--- src/rtl/dual_tdm_demux.sv ---
// dual_tdm_demux: steps the select of an upstream dual 4:1 mux and samples both serial lanes.
// The two reassembled words go out over valid/ready. Define DEMUX_ERR_EN to add the err flag.
module dual_tdm_demux #(
  parameter  int DW = 4,
  localparam int SW = $clog2(DW)
) (
  input  logic          clk,
  input  logic          rst_n,
  input  logic          start,
  input  logic          din1,
  input  logic          din2,
  input  logic          en1_n,
  input  logic          en2_n,
  output logic [SW-1:0] sel,
  output logic [DW-1:0] q1,
  output logic [DW-1:0] q2,
  output logic          valid,
  input  logic          ready,
`ifdef DEMUX_ERR_EN
  output logic          err,
`endif
  output logic [1:0]    dbg_state
);

  // Handshake: a frame transfers on any edge where valid && ready. While valid is high and
  // ready is low, q1/q2 (and err) stay frozen. A new frame may load on the accepting edge.
  typedef enum logic [1:0] {
    IDLE    = 2'd0,
    CAPTURE = 2'd1,
    STALL   = 2'd2
  } state_t;

  localparam logic [SW-1:0] LAST = SW'(DW - 1);

  state_t        state, state_n;
  logic [SW-1:0] sel_n;
  logic [DW-1:0] shadow1, shadow2, shadow1_n, shadow2_n;
  logic [DW-1:0] q1_n, q2_n;
  logic          valid_n;
  logic          load_cap, load_stall;
  logic          bit1, bit2, out_free;

  // A disabled lane is forced to 0 so a floating upstream output never enters a word.
  assign bit1      = en1_n ? 1'b0 : din1;
  assign bit2      = en2_n ? 1'b0 : din2;
  assign out_free  = !valid || ready;
  assign dbg_state = state;

  always_ff @(posedge clk or negedge rst_n) begin
    if (!rst_n) state <= IDLE;
    else        state <= state_n;
  end

  always_comb begin
    state_n    = state;
    sel_n      = sel;
    shadow1_n  = shadow1;
    shadow2_n  = shadow2;
    q1_n       = q1;
    q2_n       = q2;
    valid_n    = valid && !ready;
    load_cap   = 1'b0;
    load_stall = 1'b0;
    unique case (state)
      IDLE: begin
        sel_n = '0;
        if (start) state_n = CAPTURE;
      end
      CAPTURE: begin
        shadow1_n[sel] = bit1;
        shadow2_n[sel] = bit2;
        if (sel == LAST) begin
          if (out_free) begin
            load_cap = 1'b1;
            q1_n     = shadow1_n;
            q2_n     = shadow2_n;
            valid_n  = 1'b1;
            sel_n    = '0;
            state_n  = start ? CAPTURE : IDLE;
          end else begin
            state_n = STALL;
          end
        end else begin
          sel_n = sel + 1'b1;
        end
      end
      STALL: begin
        if (ready) begin
          load_stall = 1'b1;
          q1_n       = shadow1;
          q2_n       = shadow2;
          valid_n    = 1'b1;
          sel_n      = '0;
          state_n    = start ? CAPTURE : IDLE;
        end
      end
      default: begin
        state_n = IDLE;
        sel_n   = '0;
      end
    endcase
  end

  always_ff @(posedge clk or negedge rst_n) begin
    if (!rst_n) begin
      sel     <= '0;
      shadow1 <= '0;
      shadow2 <= '0;
      q1      <= '0;
      q2      <= '0;
      valid   <= 1'b0;
    end else begin
      sel     <= sel_n;
      shadow1 <= shadow1_n;
      shadow2 <= shadow2_n;
      q1      <= q1_n;
      q2      <= q2_n;
      valid   <= valid_n;
    end
  end

`ifdef DEMUX_ERR_EN
  logic shadow_err, frame_err;

  // The sticky flag restarts on the first select step of every frame.
  assign frame_err = ((sel == '0) ? 1'b0 : shadow_err) | en1_n | en2_n;

  always_ff @(posedge clk or negedge rst_n) begin
    if (!rst_n) begin
      shadow_err <= 1'b0;
      err        <= 1'b0;
    end else begin
      if (state == CAPTURE) shadow_err <= frame_err;
      if (load_cap)         err <= frame_err;
      else if (load_stall)  err <= shadow_err;
    end
  end
`else
  logic unused_loads;
  assign unused_loads = load_cap ^ load_stall;
`endif

endmodule
--- config.mk ---
export PLATFORM = sky130hd
export DESIGN_NAME = dual_tdm_demux
export DESIGN_NICKNAME = d
export VERILOG_FILES = /design/src/rtl/dual_tdm_demux.sv
export SDC_FILE = /design/constraint.sdc
export NUM_CORES = 1
export LEC_CHECK = 0
export ABC_CLOCK_PERIOD_IN_PS = 1700
export BUFFER_PORTS_ARGS = -buffer_cell sky130_fd_sc_hd__buf_2
export CAP_MARGIN = 20
export CELL_PAD_IN_SITES_DETAIL_PLACEMENT = 0
export CELL_PAD_IN_SITES_GLOBAL_PLACEMENT = 1
export CORE_MARGIN = 2
export CORE_UTILIZATION = 38
export DETAILED_ROUTE_END_ITERATION = 10
export PLACE_DENSITY = 0.84
export SYNTH_ARGS = -nofsm -noshare
export SYNTH_HDL_FRONTEND = slang
export SYNTH_SLANG_ARGS = --single-unit
--- constraint.sdc ---
create_clock -name clk -period 1.7 [get_ports clk]
set_clock_uncertainty 0.15 [all_clocks]
set_input_delay 0.085 -clock clk [delete_from_list [all_inputs] [get_ports clk]]
set_output_delay 0.085 -clock clk [all_outputs]
set_load 0.02 [all_outputs]
# Word level (Yosys, flattened, before mapping)
# Cells that the tools add are included.
[totals] register_bits=21 inputBits=8 out_inout_bits=13 word_cells=56
[classes] add_sub_neg=1 n_lt_le_gt_ge=2 eq_ne=8 mux=28 reduce_logical=10
[ops] cell="$mux W4" n=6
[ops] cell="$pmux W4 S2" n=2
[ops] cell="$mux W2" n=7
[ops] cell="$bwmux W4" n=2
[ops] cell="$ne A2 B2 Y1 const B" n=4
[ops] cell="$mux W1" n=7
[ops] cell="$pmux W2 S3" n=1
[ops] cell="$eq A2 B2 Y1 const B" n=2
[ops] cell="$pmux W2 S2" n=1
[ops] cell="$reduce_and A4 Y1" n=1
[ops] cell="$lt A2 B3 Y1 const B" n=1
[ops] cell="$ne A3 B3 Y1 const B" n=1
[ops] cell="$reduce_and A3 Y1" n=1
[ops] cell="$add A2 B1 Y2 const B" n=1
[ops] cell="$demux W1 S2" n=1
[ops] cell="$eq A2 B1 Y1 const B" n=1
[ops] cell="$ge A2 B1 Y1 const B" n=1
[ops] cell="$logic_and A1 B1 Y1" n=2
[ops] cell="$logic_not A1 Y1" n=2
[ops] cell="$logic_not A2 Y1" n=1
[ops] cell="$pmux W1 S2" n=1
[ops] cell="$reduce_and A2 Y1" n=1
[ops] cell="$reduce_bool A2 Y1" n=1
[ops] cell="$logic_or A1 B1 Y1" n=1

# Longest topological paths before layout
[depth] ltp_word=8 depth_mapped=6 ltp_nobuf=5

# Worst setup path before layout
# No wires, ideal clock.
[synth_path] path_kind="register to register" from="reg state[0] (netlist: dbg_state[0])" to="reg q1[0]" setup_ns=0.125 arrival_time_ns=1.663 required_ns=1.425 setup_slack_ns=-0.238 stages_incl_launch_ff=7 path_buffers=1 period_less_slack_ns=1.938 path_cell_list="dfrtp_1 -> inv_1 -> ha_1 -> buf_6 -> o21ba_1 -> o22ai_4 -> mux2_2"
[synth_via] elab_chain_cells=3 elab_cells_between_ends=8 classes_between="eq/ne (5); mux (1); reduce/logical (2)"
[synth_rtl] element="from (decl)" line="35" text="state_t state, state_n;"
[synth_rtl] element="from (signal assigned)" line="51" text="else state <= state_n;"
[synth_rtl] element="$eq A2 B1 Y1 or $eq A2 B2 Y1 (tied branches)" line="64" text="unique case (state)"
[synth_rtl] element="$ne A2 B2 Y1 (no line) or $reduce_bool A2 Y1 (tied branches)"
[synth_rtl] element="$reduce_and A4 Y1 (no line)"
[synth_rtl] element="to (signal assigned)" line="116" text="q1 <= q1_n;"
[synth_rtl] element="to (decl)" line="15" text="output logic [DW-1:0] q1,"
# Parallel ways exist; a longest one is shown, timed or not.
# A chain may end at the register's enable or synchronous reset.

# Worst setup path in the final report
[layout_path] from="reg state[1] (netlist: dbg_state[1])" to="reg q2[0]"
[layout_via] elab_chain_cells=3 elab_cells_between_ends=8 classes_between="eq/ne (5); mux (1); reduce/logical (2)"
[layout_rtl] element="$eq A2 B1 Y1 or $eq A2 B2 Y1 (tied branches)" line="64"
[layout_rtl] element="$ne A2 B2 Y1 (no line) or $reduce_bool A2 Y1 (tied branches)"
[layout_rtl] element="$reduce_and A4 Y1 (no line)"
[layout_rtl] element="to (signal assigned)" line="117" text="q2 <= q2_n;"
[layout_rtl] element="to (decl)" line="16" text="output logic [DW-1:0] q2,"
# Parallel ways exist; a longest one is shown, timed or not.

==> flow_summary.ini <==
[outcome]
outcome = finished, violations left
violations = setup timing

[cts]
cts_tree = done
cts.clk_slew.worst_paths_ns = 0.11
cts_buffers = 3
ctsRootBufferMaster = clkbuf_4
cts_sinks = 21
clk_latency_ns = 0.30
cts.path.max_buffers = 2
cts_max_level = 1

[drt]
drc = 0
via_count = 916
dr.first_iter.drc_count = 14
firstDrtPassIters = 4
routed_wl_mm = 2.79
antenna_left = 0
viasPerCell = 4.92
routedWlPerCell_um = 15.0

[placement]
gp_congestion = 0.788
place_ws_ns = -0.131
port_buffers = 20
dpl-instance-area_mm2 = 0.00142
dp_hpwl_mm = 1.76

[sta]
rsz0062_at_grt = yes
clock.fmax_mhz = 569
setup_viol = 10
finalCriticalPeriod_ns = 1.76
drv_slew = 0
fin_crit_sh_pct = 103
relSlewSlack_pct = 69.4
hold_violations = 0
setup_slack_ns = -0.0579
worst_slew_pin_slew_ns = 0.459
tns_ns = -0.417

[floorplan]
boundaryPins = 21
die_h_um = 59.4
start_util_pct = 39.2
chipWidth_um = 59.4
dieArea_mm2 = 0.00353
core_mm2 = 0.00298
num_rows = 20

[grt]
grt_usage_pct = 16.4
grt_pass1_wl_mm = 4.25
grt_antenna_before_repair = 0
grt_max_degree = 22
grt_pass1_vias = 932
grt.overflow.total = 0

[synthesis]
synth_xor_area_share_pct = 0
synth_top_family_by_area = multiplexers
synth.avg_cell_area_um2 = 11.3
yosysUniqueCellTypes = 27
syn-cell-area_mm2 = 0.00117
synth_nets = 119
synth-compound-area-share_pct = 10.2
syn_inst = 103
synthSimpleGateAreaFrac_pct = 15.9
synth_seq_cells = 21
synthAdderAreaFrac_pct = 8.57
synth_warnings = 0
synthMuxAreaShare_pct = 17.1
yosysSeqAreaShare_pct = 45.0

[pwr]
vdd_drop_max_uv = 1080
total_leakage_power_nw = 0.824
power_per_cell_area_mw_per_mm2 = 1430
power_mw = 2.54

[critical_path]
end_kind = flip-flop
cp.required_ns = 1.75
arrival_ns = 1.80
start_kind = flip-flop
worstSetupPathType = reg2reg
crit_fanout = 6

[min_path]
hold_path.class = in2reg

[finish]
nets = 170
layout_common_cells = 20 x buf_2, 17 x buf_4, 17 x dfrtp_1
final_common_cell = buf_2
design_area_mm2 = 0.00178
multi_input_area_um2 = 795
fillers = 248
areaGrowthSynthToFinish_pct = 52.5
seqCellArea_um2 = 531
layout-drive-gt1-share_pct = 60.8
postLayoutCoreUtil_pct = 59.8
n_antenna_cell = 0

[run]
maxCapViolations = 0
==> worst paths after layout <==
kind                                    from          to  slack (ns)  cells after the start
worst min register to register    shadow2[3]  shadow2[3]        0.34                      2
max in group asynchronous              rst_n      sel[0]        0.96                      2
worst max register to register  dbg_state[1]       q2[0]       -0.06                      5
min in group asynchronous              rst_n  shadow2[1]        0.10                      2
worst min-delay path                   en2_n  shadow2[3]       0.002                      3
worst max-delay path            dbg_state[1]       q2[0]       -0.06                      5
==> synth_stat cells <==
library cell	n	share of area, %
nand2_2	1	0.54
a21oi_1	2	0.86
a21o_1	1	0.64
nor2b_4	1	1.2
o21ai_0	8	3.4
dfrtp_1	21	45
o22ai_4	1	1.7
nor3b_1	1	0.64
nor3_1	1	0.43
or3b_2	1	0.75
nand2b_1	2	1.1
nand2_1	14	4.5
nand2b_4	1	1.2
a21boi_0	1	0.64
ha_1	8	8.6
buf_6	1	0.96
o21ba_1	1	0.86
a211oi_1	1	0.64
or4b_1	1	0.86
nand3_1	1	0.43
mux2i_1	2	1.7
buf_4	1	0.64
a311o_1	1	0.86
inv_1	5	1.6
mux2_2	16	15
nor2b_1	8	4.3
o22ai_1	1	0.54
==> area by class of cell <==
class                   instances  area share, %
flip-flops and latches         21           29.8
well taps                      33           2.32
clock buffers                   4           1.48
inverters                       5           1.34
repair buffers                 48           20.4
multi-input cells              75           44.6
==> per-stage QoR <==
stage / cells / hold slack (ns)
2_1_floorplan: 103 / -0.361
3_3_place_gp: 167 / -0.0931
3_5_place_dp: 167 / -0.0875
4_1_cts: 181 / 0.0109
5_1_grt: 186 / 0.0120
6_report: 186 / 0.00237
==> worst max-delay path, stage by stage, from the launching register on <==
cell,delay (ns)
dfrtp_2,0.45
ha_4,0.20
buf_4,0.15
nor2b_4,0.12
mux2_2,0.34
mux2_4,0.25
==> kinds of logic after synthesis <==
kind of cell / after synthesis
compound gates: 17
fa+ha+maj: 8
buf+inv: 7
flops: 21
mux: 18
simple gates: 32
==> power by group <==
group	switching [mW]	leakage [nW]	internal [mW]	total [mW]
Combinational	0.670	0.543	0.803	1.47
Sequential	0.132	0.266	0.704	0.836
Clock	0.143	0.0150	0.0914	0.234
Total	0.944	0.824	1.60	2.54
==> routing by layer <==
layer  vias to the layer above  global-route usage, %  part of all wire, %
li1                        454                      -                    -
met1                       432                   20.5                   42
met2                        24                   29.0                   53
met3                         6                   1.31                  3.2
met4                         0                   6.82                  2.2
met5                         -                      0                    0
==> registers in the layout (all words and copies together) (netlist names) <==
| register | flops |
|---|---|
| dbg_state | 2 |
| q1 | 4 |
| shadow1 | 4 |
| valid | 1 |
| q2 | 4 |
| shadow2 | 4 |
| sel | 2 |
==> what timing repair did <==
item                                    in CTS  in global routing
hold buffers                                 4                  0
endpoints found under the setup margin       9                 12
hold endpoints to repair                    24                  0
pin swaps                                    3                  5
buffers inserted                             6                  5
resized for setup                           23                 21
(Power assumes the default switching activity.)
